## src/rtl/systolic_mac_pe_pkg.sv

```systemverilog
// Shared types, default widths and the signed clamp helper for the systolic MAC PE.
// The optional PE_ACC_SAT_FLAG_EN build reuses these unchanged.
package pe_pkg;

  localparam int DEF_DATA_WIDTH  = 12;
  localparam int DEF_FRAC_BITS   = 6;
  localparam int DEF_ROUND_CONST = 1 << (DEF_FRAC_BITS - 1);

  typedef enum logic {
    ACC_FIRST = 1'b0,
    ACC_ACCUM = 1'b1
  } acc_state_e;

  // Clamp a signed value into the range of a width-bit signed number (width <= 64).
  function automatic logic signed [63:0] sat_trunc(input logic signed [63:0] value,
                                                   input int width);
    logic signed [63:0] max_v;
    logic signed [63:0] min_v;
    max_v = (64'sd1 <<< (width - 1)) - 64'sd1;
    min_v = -(64'sd1 <<< (width - 1));
    if (value > max_v) begin
      return max_v;
    end else if (value < min_v) begin
      return min_v;
    end
    return value;
  endfunction

endpackage

```

## src/rtl/systolic_mac_pe_fxp_round_sat.sv

```systemverilog
// Combinational round-half-up, arithmetic right shift by FRAC_BITS, then clamp to OUT_W.
// With PE_ACC_SAT_FLAG_EN defined an extra sat_o reports that the clamp engaged.
module fxp_round_sat
  import pe_pkg::*;
#(
  parameter int IN_W      = 28,
  parameter int OUT_W     = 12,
  parameter int FRAC_BITS = 6
) (
  input  logic signed [IN_W-1:0]  val_i,
  output logic signed [OUT_W-1:0] val_o
`ifdef PE_ACC_SAT_FLAG_EN
  ,
  output logic                    sat_o
`endif
);

  // One guard bit so adding the half-LSB can never wrap.
  localparam logic signed [IN_W:0] RND = (IN_W + 1)'(1) <<< (FRAC_BITS - 1);

  logic signed [IN_W:0] sum_w;
  logic signed [IN_W:0] shr_w;
  logic signed [63:0]   wide_w;

  always_comb begin
    sum_w  = (IN_W + 1)'(val_i) + RND;
    shr_w  = sum_w >>> FRAC_BITS;
    wide_w = 64'(shr_w);
    val_o  = OUT_W'(sat_trunc(wide_w, OUT_W));
  end

`ifdef PE_ACC_SAT_FLAG_EN
  assign sat_o = (sat_trunc(wide_w, OUT_W) != wide_w);
`endif

endmodule

```

## src/rtl/systolic_mac_pe.sv

```systemverilog
// Output-stationary MAC processing element: 1-cycle forwarding, product, accumulate, round/saturate.
// Define PE_ACC_SAT_FLAG_EN to add the sat_flag output tracking saturation per frame.
module systolic_mac_pe
  import pe_pkg::*;
#(
  parameter int DATA_WIDTH = DEF_DATA_WIDTH,
  parameter int FRAC_BITS  = DEF_FRAC_BITS,
  parameter int ACC_WIDTH  = 2 * DATA_WIDTH + 4
) (
  input  logic                  clk,
  input  logic                  rst,
  input  logic                  in_valid,
  input  logic                  in_last,
  input  logic [DATA_WIDTH-1:0] data_in,
  input  logic [DATA_WIDTH-1:0] weight_in,
  output logic [DATA_WIDTH-1:0] data_out,
  output logic [DATA_WIDTH-1:0] weight_out,
  output logic                  fwd_valid,
  output logic                  fwd_last,
  output logic [DATA_WIDTH-1:0] out_data,
  output logic                  out_valid,
  input  logic                  out_ready,
  output logic                  overrun
`ifdef PE_ACC_SAT_FLAG_EN
  ,
  output logic                  sat_flag
`endif
);

  localparam int PW = 2 * DATA_WIDTH;

  logic signed [DATA_WIDTH-1:0] data_q, weight_q;
  logic                         valid1_q, last1_q;
  logic signed [PW-1:0]         prod_q;
  logic                         valid2_q, last2_q;
  acc_state_e                   state_q, state_d;
  logic signed [ACC_WIDTH-1:0]  acc_q, acc_d;
  logic                         done_q, done_d;
  logic signed [ACC_WIDTH:0]    sum_w;
  logic signed [63:0]           sum_wide_w;
  logic signed [DATA_WIDTH-1:0] res_w;
  logic [DATA_WIDTH-1:0]        out_data_q;
  logic                         out_valid_q, overrun_q;

  always_ff @(posedge clk or posedge rst) begin
    if (rst) begin
      data_q   <= '0;
      weight_q <= '0;
      valid1_q <= 1'b0;
      last1_q  <= 1'b0;
      prod_q   <= '0;
      valid2_q <= 1'b0;
      last2_q  <= 1'b0;
    end else begin
      data_q   <= data_in;
      weight_q <= weight_in;
      valid1_q <= in_valid;
      last1_q  <= in_last;
      prod_q   <= PW'(data_q) * PW'(weight_q);
      valid2_q <= valid1_q;
      last2_q  <= valid1_q & last1_q;
    end
  end

  always_ff @(posedge clk or posedge rst) begin
    if (rst) begin
      state_q <= ACC_FIRST;
      acc_q   <= '0;
      done_q  <= 1'b0;
    end else begin
      state_q <= state_d;
      acc_q   <= acc_d;
      done_q  <= done_d;
    end
  end

  always_comb begin
    state_d    = state_q;
    acc_d      = acc_q;
    done_d     = 1'b0;
    sum_w      = (ACC_WIDTH + 1)'(acc_q) + (ACC_WIDTH + 1)'(prod_q);
    sum_wide_w = 64'(sum_w);
    if (valid2_q) begin
      if (state_q == ACC_FIRST) begin
        acc_d = ACC_WIDTH'(prod_q);
      end else begin
        acc_d = ACC_WIDTH'(sat_trunc(sum_wide_w, ACC_WIDTH));
      end
      state_d = last2_q ? ACC_FIRST : ACC_ACCUM;
      done_d  = last2_q;
    end
  end

`ifdef PE_ACC_SAT_FLAG_EN
  logic s4_sat_w;
`endif

  fxp_round_sat #(
    .IN_W      (ACC_WIDTH),
    .OUT_W     (DATA_WIDTH),
    .FRAC_BITS (FRAC_BITS)
  ) u_round_sat (
    .val_i (acc_q),
    .val_o (res_w)
`ifdef PE_ACC_SAT_FLAG_EN
    ,
    .sat_o (s4_sat_w)
`endif
  );

  // A new result always wins; losing an unaccepted one is recorded in overrun.
  always_ff @(posedge clk or posedge rst) begin
    if (rst) begin
      out_data_q  <= '0;
      out_valid_q <= 1'b0;
      overrun_q   <= 1'b0;
    end else if (done_q) begin
      out_data_q  <= res_w;
      out_valid_q <= 1'b1;
      if (out_valid_q && !out_ready) begin
        overrun_q <= 1'b1;
      end
    end else if (out_valid_q && out_ready) begin
      out_valid_q <= 1'b0;
    end
  end

`ifdef PE_ACC_SAT_FLAG_EN
  logic frame_sat_q, frame_sat_d, done_sat_q, done_sat_d, term_sat_w, sat_flag_q;

  assign term_sat_w = (state_q == ACC_ACCUM) &&
                      (sat_trunc(sum_wide_w, ACC_WIDTH) != sum_wide_w);

  always_comb begin
    frame_sat_d = frame_sat_q;
    done_sat_d  = 1'b0;
    if (valid2_q) begin
      frame_sat_d = last2_q ? 1'b0 : (frame_sat_q | term_sat_w);
      done_sat_d  = last2_q & (frame_sat_q | term_sat_w);
    end
  end

  always_ff @(posedge clk or posedge rst) begin
    if (rst) begin
      frame_sat_q <= 1'b0;
      done_sat_q  <= 1'b0;
      sat_flag_q  <= 1'b0;
    end else begin
      frame_sat_q <= frame_sat_d;
      done_sat_q  <= done_sat_d;
      if (done_q) begin
        sat_flag_q <= done_sat_q | s4_sat_w;
      end
    end
  end

  assign sat_flag = sat_flag_q;
`endif

  assign data_out   = data_q;
  assign weight_out = weight_q;
  assign fwd_valid  = valid1_q;
  assign fwd_last   = last1_q;
  assign out_data   = out_data_q;
  assign out_valid  = out_valid_q;
  assign overrun    = overrun_q;

endmodule

```

## config.mk

```make
export PLATFORM = sky130hd
export DESIGN_NAME = systolic_mac_pe
export DESIGN_NICKNAME = d
export VERILOG_FILES = /design/src/rtl/systolic_mac_pe_pkg.sv /design/src/rtl/systolic_mac_pe_fxp_round_sat.sv /design/src/rtl/systolic_mac_pe.sv
export SDC_FILE = /design/constraint.sdc
export NUM_CORES = 1
export LEC_CHECK = 0
export ABC_AREA = 0
export CAP_MARGIN = 20
export CORE_ASPECT_RATIO = 1.4
export CORE_UTILIZATION = 29
export CTS_CLUSTER_DIAMETER = 80
export DETAILED_ROUTE_END_ITERATION = 16
export HOLD_SLACK_MARGIN = 0.15
export PLACE_DENSITY = 0.53
export SLEW_MARGIN = 10
export SYNTH_ARGS = -nofsm -noshare
export SYNTH_HDL_FRONTEND = slang
export SYNTH_SLANG_ARGS = --single-unit
```

## constraint.sdc

```tcl
create_clock -name clk -period 13.5 [get_ports clk]
set_clock_uncertainty 0.15 [all_clocks]
set_input_delay 2.7 -clock clk [delete_from_list [all_inputs] [get_ports clk]]
set_output_delay 2.7 -clock clk [all_outputs]
set_load 0.01 [all_outputs]
```

==> results of run 1 <==
-- kinds of logic after synthesis --
logic type	Yosys count	share of synthesized area [%]
DFF	96	22.2
xor gates and xnor gates	49	3.97
buffers and inverters	260	9.44
AOI/OAI and AO/OA	203	12.7
adders and majority gates	219	35.0
muxes	6	0.636
and+or+nand+nor	349	16.1
-- registers in the layout, summed over array words and instances (netlist names), 12 cells and up --
| signal | cells |
|---|---|
| data_out | 12 |
| weight_out | 12 |
| acc_q | 28 |
| prod_q | 24 |
| out_data | 12 |
-- Yosys cell counts (3+ instances only) --
library cell               instances  share of area, %
sky130_fd_sc_hd__nor4_1            4              0.23
sky130_fd_sc_hd__and4_1            7              0.57
sky130_fd_sc_hd__nor2_1           43               1.5
sky130_fd_sc_hd__buf_4             3              0.21
sky130_fd_sc_hd__buf_6             4              0.42
sky130_fd_sc_hd__o22ai_1          27               1.6
sky130_fd_sc_hd__nor2b_1          15              0.87
sky130_fd_sc_hd__a21o_1            8              0.56
sky130_fd_sc_hd__a21oi_1          52               2.4
sky130_fd_sc_hd__clkbuf_1         33               1.1
sky130_fd_sc_hd__buf_2             3              0.14
sky130_fd_sc_hd__a311oi_1          3              0.24
sky130_fd_sc_hd__and3_1            4              0.23
sky130_fd_sc_hd__o21a_1            6              0.42
sky130_fd_sc_hd__ha_1             80               9.3
sky130_fd_sc_hd__inv_1           215               7.5
sky130_fd_sc_hd__o21bai_1          4              0.28
sky130_fd_sc_hd__nand4_1           7              0.41
sky130_fd_sc_hd__xnor2_1          35               2.8
sky130_fd_sc_hd__a31oi_1           5              0.29
sky130_fd_sc_hd__nand3_1          29               1.3
sky130_fd_sc_hd__a211oi_1          5              0.35
sky130_fd_sc_hd__dfrtp_1          96                22
sky130_fd_sc_hd__o31ai_1           4              0.28
sky130_fd_sc_hd__nand3b_1          4              0.28
sky130_fd_sc_hd__a311o_1          11               1.0
sky130_fd_sc_hd__or3_1             7              0.41
sky130_fd_sc_hd__o311ai_0          3              0.24
sky130_fd_sc_hd__fa_1            139                26
sky130_fd_sc_hd__o21ai_1           3              0.14
sky130_fd_sc_hd__nand2_1         138               4.8
sky130_fd_sc_hd__xor2_1           14               1.1
sky130_fd_sc_hd__o211ai_1          5              0.35
sky130_fd_sc_hd__mux2_2            3              0.31
sky130_fd_sc_hd__nand2b_1         16              0.93
sky130_fd_sc_hd__o21ai_0          39               1.8
sky130_fd_sc_hd__and2_1           49               2.8
sky130_fd_sc_hd__nor3_1           13              0.60
-- cell usage in the layout (no fill, tap or decap), types with 5 or more instances in the layout --
master and instances:
sky130_fd_sc_hd__o211ai_1 5, sky130_fd_sc_hd__a31oi_1 5, sky130_fd_sc_hd__a211oi_1 5, sky130_fd_sc_hd__fa_1 139
sky130_fd_sc_hd__a21o_1 8, sky130_fd_sc_hd__nand2_1 138, sky130_fd_sc_hd__a311o_1 11, sky130_fd_sc_hd__clkbuf_16 9
sky130_fd_sc_hd__o21a_1 6, sky130_fd_sc_hd__xor2_1 14, sky130_fd_sc_hd__a21oi_1 52, sky130_fd_sc_hd__nand4_1 7
sky130_fd_sc_hd__and4_1 7, sky130_fd_sc_hd__clkdlybuf4s50_1 68, sky130_fd_sc_hd__nand2b_1 16, sky130_fd_sc_hd__and2_1 49
sky130_fd_sc_hd__ha_1 80, sky130_fd_sc_hd__nor3_1 13, sky130_fd_sc_hd__nor2b_1 15, sky130_fd_sc_hd__nor2_1 43
sky130_fd_sc_hd__dfrtp_1 96, sky130_fd_sc_hd__o21ai_0 39, sky130_fd_sc_hd__nand3_1 29, sky130_fd_sc_hd__xnor2_1 35
sky130_fd_sc_hd__inv_1 214, sky130_fd_sc_hd__o22ai_1 27, sky130_fd_sc_hd__or3_1 7
-- path summary, 6_finish.rpt --
| check | depth (start not counted) | slack, ns | endpoint |
|---|---|---|---|
| max in group asynchronous | 3 | 9.42 | acc_q[5] |
| min | 0 | 0.25 | valid2_q |
| max reg2reg | 16 | 7.44 | prod_q[23] |
| max | 16 | 7.44 | prod_q[23] |
| min in group asynchronous | 2 | 2.56 | prod_q[23] |
| min reg2reg | 0 | 0.25 | valid2_q |
-- layout make-up --
| class | instances | area, µm² | area share, % |
|---|---|---|---|
| Clock inverter | 6 | 51.3 | 0.421 |
| Clock buffer | 10 | 239 | 1.96 |
| Tap cell | 467 | 584 | 4.79 |
| Timing Repair Buffer | 72 | 711 | 5.83 |
| Multi-Input combinational cell | 826 | 7390 | 60.6 |
| Inverter | 216 | 813 | 6.67 |
| Sequential cell | 96 | 2400 | 19.7 |
-- metrics by stage --
stage	hold WS [ns]	instance area, µm²	setup slack [ns]
3_3_place_gp	0.227	11900	7.48
4_1_cts	0.258	12200	7.31
6_report	0.249	12200	7.44
2_1_floorplan	0.278	10800	8.04
5_1_grt	0.280	12200	6.91
3_5_place_dp	0.241	11900	7.36
-- critical path, cell delays in order (launching register included) --
cell and delay (ns):
sky130_fd_sc_hd__dfrtp_1 0.52, sky130_fd_sc_hd__clkinv_1 0.38, sky130_fd_sc_hd__nor2_1 0.25, sky130_fd_sc_hd__fa_1 0.45, sky130_fd_sc_hd__fa_1 0.52, sky130_fd_sc_hd__fa_1 0.52
sky130_fd_sc_hd__fa_1 0.54, sky130_fd_sc_hd__inv_1 0.05, sky130_fd_sc_hd__fa_1 0.52, sky130_fd_sc_hd__inv_1 0.04, sky130_fd_sc_hd__ha_1 0.23, sky130_fd_sc_hd__or3_1 0.37
sky130_fd_sc_hd__a311oi_1 0.41, sky130_fd_sc_hd__o31ai_1 0.21, sky130_fd_sc_hd__o21ai_1 0.28, sky130_fd_sc_hd__mux2i_1 0.12, sky130_fd_sc_hd__nor4b_1 0.36
-- layer usage --
metal	global-route usage (%)	wire [µm]	vias up	share of wire, %
met4	4.62	565	0	2.3
li1	-	-	3923	-
met5	0	0	-	0
met1	17.3	11000	4016	45
met3	1.55	608	32	2.5
met2	24.0	12500	129	51
==> results.toml, run 1 <==
[grt]
groute.usage.overall_pct = 13.7
grt_antenna_before_repair = 0
overflow = 0
grt_pass1_vias = 8423
grt_max_degree = 72
first_pass_grt_wire_length_mm = 41.9

[cells_and_area]
antenna_cells_inserted = 0
drive_gt1_share_pct = 3.34
finish.net_count = 1469
post_synthesis_to_final_layout_area_growth_pct = 12.7
nFillCells = 3812
finalCoreUtilization_pct = 33.3
post_layout_nonfiller_instances = 1693

[placement]
port_buffers = 68
place.detailed.hpwl_mm = 19.9
finalWeightedCongestion = 0.892
post-place-cells = 1677

[worst_setup_path]
worst_setup_path_start_kind = "flip-flop"
setup.worst_path.end_class = "flip-flop"
crit_type = "reg2reg"
critPathRequiredTime_ns = 13.59
worst_r2r_startpoint = "weight_out[11]"
timing.critical_path.fanout_max = 9
critical_path.startpoint = "weight_out[11]"
cp.arrival_ns = 6.15

[logic_synthesis]
synth-seq-area-share_pct = 22.2
synth-edff-count = 0
flip_flop_and_latch_count_after_synthesis = 96
dominantRegCellSynth = "sky130_fd_sc_hd__dfrtp_1"
syn-instance-count = 1182
postSynthNetCount = 1430
ys_types = 75
postSynthAreaPerCell_um2 = 9.15
netlist_area_um2 = 10800
synth-async-reset-ratio_pct = 100
synthesis.yosys.warnings = 0

[floorplanning]
dieHeight_um = 230
rows = 83
core_area_um2 = 36700
initial_utilization_pct = 29.5
die-width_um = 165
design.die.area_um2 = 38100
io-pin-count = 69

[clocking]
cts.clk_slew.worst_paths_ns = 0.07
post-cts-setup-buffer-count = 0
cts_root_buffer = "sky130_fd_sc_hd__clkbuf_16"
cts_inserted_buffers = 9
clock_tree.buffer_depth = 2
htree_levels = 3
clock-sinks = 96
cts_resized = 0
number_of_hold_buffers_added_after_cts = 0
cts_tree = "yes"
clock_latency_ns = 0.37

[timing]
post-route-min-period_ns = 6.06
setup_viol = 0
final_min_period_over_clock_period_pct = 44.9
timing_worst_slew_pin_value_ns = 0.906
rsz0062_at_grt = "false"
timing.max_slew.rel_slack_pct = 39.6
timing.final.hold_violations = 0
setup-tns-final_ns = 0
timing.final.max_slew_violations = 0
fmaxAchievable_ghz = 0.165

[detailed_routing]
antenna_left = 0
detail_route.first_pass.iterations = 5
viasPerCell = 4.78
num_vias = 8100
drc_errors = 0
drt-initial-drc-count = 381
drt_wl_total_mm = 24.7
routedWlPerCell_um = 14.6

[hold_path]
hold_path.startpoint = "fwd_valid"
holdCritPathClass = "reg2reg"

[flow_run]
drv.max_cap_violation_count = 0

[run_status]
run_status = "finished clean"
Power of run 1 is left out: the tool's default activity adds up to more than one toggle a clock period on the data nets, which glitch-free logic cannot reach.
==> inputs of run 2 (changes only) <==
--- a/config.mk
+++ b/config.mk
@@ -12,7 +12,7 @@
 export CTS_CLUSTER_DIAMETER = 80
 export DETAILED_ROUTE_END_ITERATION = 16
 export HOLD_SLACK_MARGIN = 0.15
-export PLACE_DENSITY = 0.53
+export PLACE_DENSITY = 0.54
 export SLEW_MARGIN = 10
 export SYNTH_ARGS = -nofsm -noshare
 export SYNTH_HDL_FRONTEND = slang
==> constraint.sdc (replaced) <==
create_clock -name clk -period 5.3 [get_ports clk]
set_clock_uncertainty 0.15 [all_clocks]
set_input_delay 1.06 -clock clk [delete_from_list [all_inputs] [get_ports clk]]
set_output_delay 1.06 -clock clk [all_outputs]
set_load 0.01 [all_outputs]
==> run 2 against run 1 <==
Global-route usage grew 0.70 points; non-clock buffer count grew 133; setup slack lost 7.3 ns; sequential share of layout area shrank 2.1 points; critical path type unchanged; highest routed layer unchanged; maximum frequency grew 16%.
==> results.toml, run 2 (synthesis results as in run 1) <==
[run_status]
run_status = "finished clean"

[cells_and_area]
largest_register_ff_count = 28
finish.net_count = 1602
mostFrequentLayoutCell = "sky130_fd_sc_hd__inv_1"
reg_top3 = "acc_q (28), prod_q (24)"
regMostFlops = "acc_q"
nFillCells = 3697
antenna_cells_inserted = 0
layout.cells.most_common_list = "sky130_fd_sc_hd__inv_1, sky130_fd_sc_hd__fa_1, sky130_fd_sc_hd__buf_4"
post_synthesis_to_final_layout_area_growth_pct = 27.9
drive_gt1_share_pct = 22.5

[timing]
setup_viol = 0
rsz0062_at_grt = "true"
timing_worst_slew_pin_value_ns = 1.01
timing.final.hold_violations = 0
fmaxAchievable_ghz = 0.192
fin_ws_ns = 0.100
final_min_period_over_clock_period_pct = 98.1
post-route-min-period_ns = 5.20
timing.final.max_slew_violations = 0
timing.max_slew.rel_slack_pct = 32.8

[worst_setup_path]
critical_path.slowest_cell = "sky130_fd_sc_hd__fa_1"
worst_setup_path_start_kind = "flip-flop"
crit_type = "reg2reg"
timing.critical_path.fanout_max = 5
cp.arrival_ns = 5.32
setup.worst_path.end_class = "flip-flop"
crit_chain = "clkbuf_16, buf_4, and2_4, fa_1, fa_1, fa_1, fa_1, inv_2, fa_1, inv_2, ha_4, buf_6, nand3_4, o31ai_4, o21ai_4, mux2i_2, nor4b_2"
crit_path_max_incr_delay_ns = 0.58
rrSetupSlack_ns = 0.1
path_common_cell = "sky130_fd_sc_hd__fa_1"
critPathRequiredTime_ns = 5.42

[placement]
placement.setup.worst_slack_ns = -0.296
port_buffers = 68
finalWeightedCongestion = 0.898
place.detailed.hpwl_mm = 21.1

[flow_run]
drv.max_cap_violation_count = 0

[clocking]
clock_latency_ns = 0.37
number_of_hold_buffers_added_after_cts = 0
clock-sinks = 96
cts_root_buffer = "sky130_fd_sc_hd__clkbuf_16"
htree_levels = 3
cts_tree = "yes"
cts.clk_slew.worst_paths_ns = 0.08
cts_inserted_buffers = 9
clock_tree.buffer_depth = 2

[hold_path]
holdCritPathClass = "reg2reg"

[grt]
groute.usage.overall_pct = 14.4
first_pass_grt_wire_length_mm = 43.4
grt_antenna_before_repair = 0
grt_max_degree = 49
grt_pass1_vias = 8927
overflow = 0

[detailed_routing]
drt_wl_total_mm = 26.9
detail_route.first_pass.iterations = 5
drc_errors = 0
num_vias = 8659
antenna_left = 0
drt-initial-drc-count = 303
routedWlPerCell_um = 14.7
viasPerCell = 4.74

[floorplanning]
core_area_um2 = 36700
dieHeight_um = 230
die-width_um = 165
design.die.area_um2 = 38100
io-pin-count = 69
initial_utilization_pct = 29.5
rows = 83
==> run 2: through the flow <==
step	instances	setup TNS [ns]	hold WS, ns	area [µm²]	utilization [%]
floorplan	1182	0	0.278	10800	-
global placement	1774	-0.373	0.232	12700	34.6
detailed placement	1774	-0.812	0.237	12700	34.6
CTS	1808	0	0.255	13200	36.1
global route	1826	-0.297	0.260	13800	37.7
finish	1826	0	0.248	13800	37.7
==> run 2: layer usage <==
| metal | track usage [%] | share of wire (%) | wire (µm) | up-vias |
|---|---|---|---|---|
| met1 | 16.6 | 40 | 10800 | 4260 |
| li1 | - | - | - | 4198 |
| met5 | 0 | 0 | 0 | - |
| met2 | 26.6 | 54 | 14600 | 156 |
| met4 | 5.50 | 3.1 | 829 | 0 |
| met3 | 1.92 | 2.7 | 728 | 45 |
==> run 2: cell type report <==
class                      count  area [µm²]  share of cell area, %
multi-input combinational    826        7870                   56.9
sequential                    96        2430                   17.6
timing repair buffer         205        1850                   13.3
inverter                     216         817                   5.91
tap                          467         584                   4.22
clock buffer                   9         225                   1.63
clock inverter                 7        61.3                  0.443
==> run 2: worst max-delay path: cells and delay by family (launching register included) <==
| kind | cells | cell delay (ns) |
|---|---|---|
| AOI/OAI and AO/OA | 2 | 0.49 |
| DFF | 1 | 0.46 |
| muxes | 1 | 0.16 |
| buffers and inverters | 5 | 0.51 |
| and+or+nand+nor | 3 | 0.49 |
| adders and majority gates | 6 | 2.84 |
==> run 2: what timing repair did <==
action | CTS | global route
gates resized for setup | 47 | 118
cloned | 0 | 1
endpoints found under the setup margin | 7 | 8
pin swaps | 24 | 91
buffers inserted | 18 | 20
==> run 2: final timing paths <==
| kind | startpoint | end | cells past startpoint |
|---|---|---|---|
| min in group asynchronous | rst | fwd_last | 2 |
| worst max-delay path | data_out[5] | prod_q[23] | 17 |
| worst max register to register | data_out[5] | prod_q[23] | 17 |
| worst min-delay path | fwd_valid | valid2_q | 0 |
| worst min register to register | fwd_valid | valid2_q | 0 |
| max in group asynchronous | rst | data_out[8] | 3 |
Power of run 2 is left out for the same reason.
==> inputs of run 3 (changes only) <==
--- a/config.mk
+++ b/config.mk
@@ -7,7 +7,7 @@
 export LEC_CHECK = 0
 export ABC_AREA = 0
 export CAP_MARGIN = 20
-export CORE_ASPECT_RATIO = 1.4
+export CORE_ASPECT_RATIO = 0.9
 export CORE_UTILIZATION = 29
 export CTS_CLUSTER_DIAMETER = 80
 export DETAILED_ROUTE_END_ITERATION = 16
==> run 3 against run 2 <==
Sequential share of layout area increased by 0.15 points; wire length increased by 0.52%; critical path depth unchanged; via count decreased by 2.1%; global-route usage increased by 0.21 points; highest routed layer unchanged; die area about the same.
==> results.toml, run 3 (synthesis results as in run 1) <==
[run_status]
run_status = "finished clean"

[clocking]
cts.clk_slew.worst_paths_ns = 0.07
number_of_hold_buffers_added_after_cts = 0
cts_tree = "yes"
cts_root_buffer = "sky130_fd_sc_hd__clkbuf_16"
clock_latency_ns = 0.38
clock-sinks = 96
clock_tree.buffer_depth = 2
htree_levels = 3
cts_inserted_buffers = 9

[timing]
timing.max_slew.rel_slack_pct = 36.8
timing_worst_slew_pin_value_ns = 0.948
rsz0062_at_grt = "true"
fmaxAchievable_ghz = 0.194
timing.final.max_slew_violations = 0
setup_viol = 0
final_min_period_over_clock_period_pct = 97.4
post-route-min-period_ns = 5.16
timing.final.hold_violations = 0

[cells_and_area]
drive_gt1_share_pct = 19.5
reg_top3 = "acc_q (28), prod_q (24)"
regMostFlops = "acc_q"
largest_register_ff_count = 28
antenna_cells_inserted = 0
post_synthesis_to_final_layout_area_growth_pct = 26.6
mostFrequentLayoutCell = "sky130_fd_sc_hd__inv_1"
post_layout_nonfiller_instances = 1817
layout.cells.most_common_list = "sky130_fd_sc_hd__inv_1, sky130_fd_sc_hd__fa_1, sky130_fd_sc_hd__nand2_1"
finish.net_count = 1584

[grt]
grt_pass1_vias = 8633
overflow = 0
grt_antenna_before_repair = 0
groute.usage.overall_pct = 14.6
grt_max_degree = 75
first_pass_grt_wire_length_mm = 43.9

[detailed_routing]
drc_errors = 0
detail_route.first_pass.iterations = 5
routedWlPerCell_um = 14.9
drt_wl_total_mm = 27.0
antenna_left = 0
num_vias = 8477
drt-initial-drc-count = 554
viasPerCell = 4.67

[floorplanning]
initial_utilization_pct = 29.7
core_area_um2 = 36400
io-pin-count = 69
die-width_um = 206
design.die.area_um2 = 38100
dieHeight_um = 185
rows = 66

[placement]
port_buffers = 68
post-place-cells = 1768
finalWeightedCongestion = 0.912
place.detailed.hpwl_mm = 21.2

[worst_setup_path]
timing.critical_path.fanout_max = 6
critPathRequiredTime_ns = 5.41
worst_setup_path_start_kind = "flip-flop"
setup.worst_path.end_class = "flip-flop"
cp.arrival_ns = 5.27
crit_type = "reg2reg"

[hold_path]
holdCritPathClass = "reg2reg"

[flow_run]
drv.max_cap_violation_count = 0
## run 3: per-stage QoR
step	util [%]	TNS, ns	worst slack, ns	instance area (µm²)	hold WS, ns
2_1_floorplan	-	0	0.00979	10800	0.278
3_3_place_gp	34.5	-0.740	-0.187	12600	0.243
3_5_place_dp	34.5	-1.25	-0.253	12600	0.239
4_1_cts	36.0	0	0.00454	13100	0.256
5_1_grt	37.6	-0.0666	-0.0540	13700	0.266
6_report	37.6	0	0.140	13700	0.249
## run 3: layout make-up
| class | instances | area [µm²] |
|---|---|---|
| multi-input cells | 826 | 7840 |
| repair buffers | 187 | 1680 |
| clock buffers | 11 | 243 |
| clock inverters | 5 | 86.3 |
| fillers | 3677 | 22700 |
| flip-flops and latches | 96 | 2420 |
| inverters | 216 | 818 |
| well taps | 476 | 596 |
## run 3: critical path: stages (launching register included)
cell and delay, ns:
sky130_fd_sc_hd__dfrtp_2 0.45, sky130_fd_sc_hd__buf_6 0.14, sky130_fd_sc_hd__buf_4 0.13, sky130_fd_sc_hd__and2_1 0.14, sky130_fd_sc_hd__fa_1 0.53, sky130_fd_sc_hd__fa_1 0.44, sky130_fd_sc_hd__fa_1 0.49, sky130_fd_sc_hd__fa_1 0.49
sky130_fd_sc_hd__inv_1 0.05, sky130_fd_sc_hd__fa_1 0.52, sky130_fd_sc_hd__inv_1 0.06, sky130_fd_sc_hd__ha_4 0.27, sky130_fd_sc_hd__and2_4 0.16, sky130_fd_sc_hd__a31oi_4 0.14, sky130_fd_sc_hd__o21ai_2 0.10, sky130_fd_sc_hd__o41ai_4 0.42
sky130_fd_sc_hd__o21bai_1 0.15, sky130_fd_sc_hd__xor2_1 0.19
## run 3: path summary, 6_finish.rpt
| kind | startpoint | end | slack (ns) | depth (start not counted) |
|---|---|---|---|---|
| min | fwd_valid | valid2_q | 0.25 | 0 |
| max reg2reg | data_out[4] | prod_q[18] | 0.14 | 17 |
| min in group asynchronous | rst | prod_q[23] | 1.07 | 2 |
| min reg2reg | fwd_valid | valid2_q | 0.25 | 0 |
| max | data_out[4] | prod_q[18] | 0.14 | 17 |
| max in group asynchronous | rst | weight_out[3] | 3.01 | 3 |
## run 3: what timing repair did
item / in CTS / in global routing
endpoints found under the setup margin: 7 / 8
buffers inserted: 14 / 19
gates resized for setup: 26 / 113
pin swaps: 8 / 88
## run 3: metal layers
layer  wire length, µm  vias to the layer above  part of all wire (%)  track usage, %
li1                  -                     4162                     -               -
met1             13600                     4130                    50            20.7
met2             12000                      153                    44            22.8
met3              1000                       32                   3.7            3.04
met4               421                        0                   1.6            3.44
met5                 0                        -                     0               0
Power of run 3 is left out for the same reason.
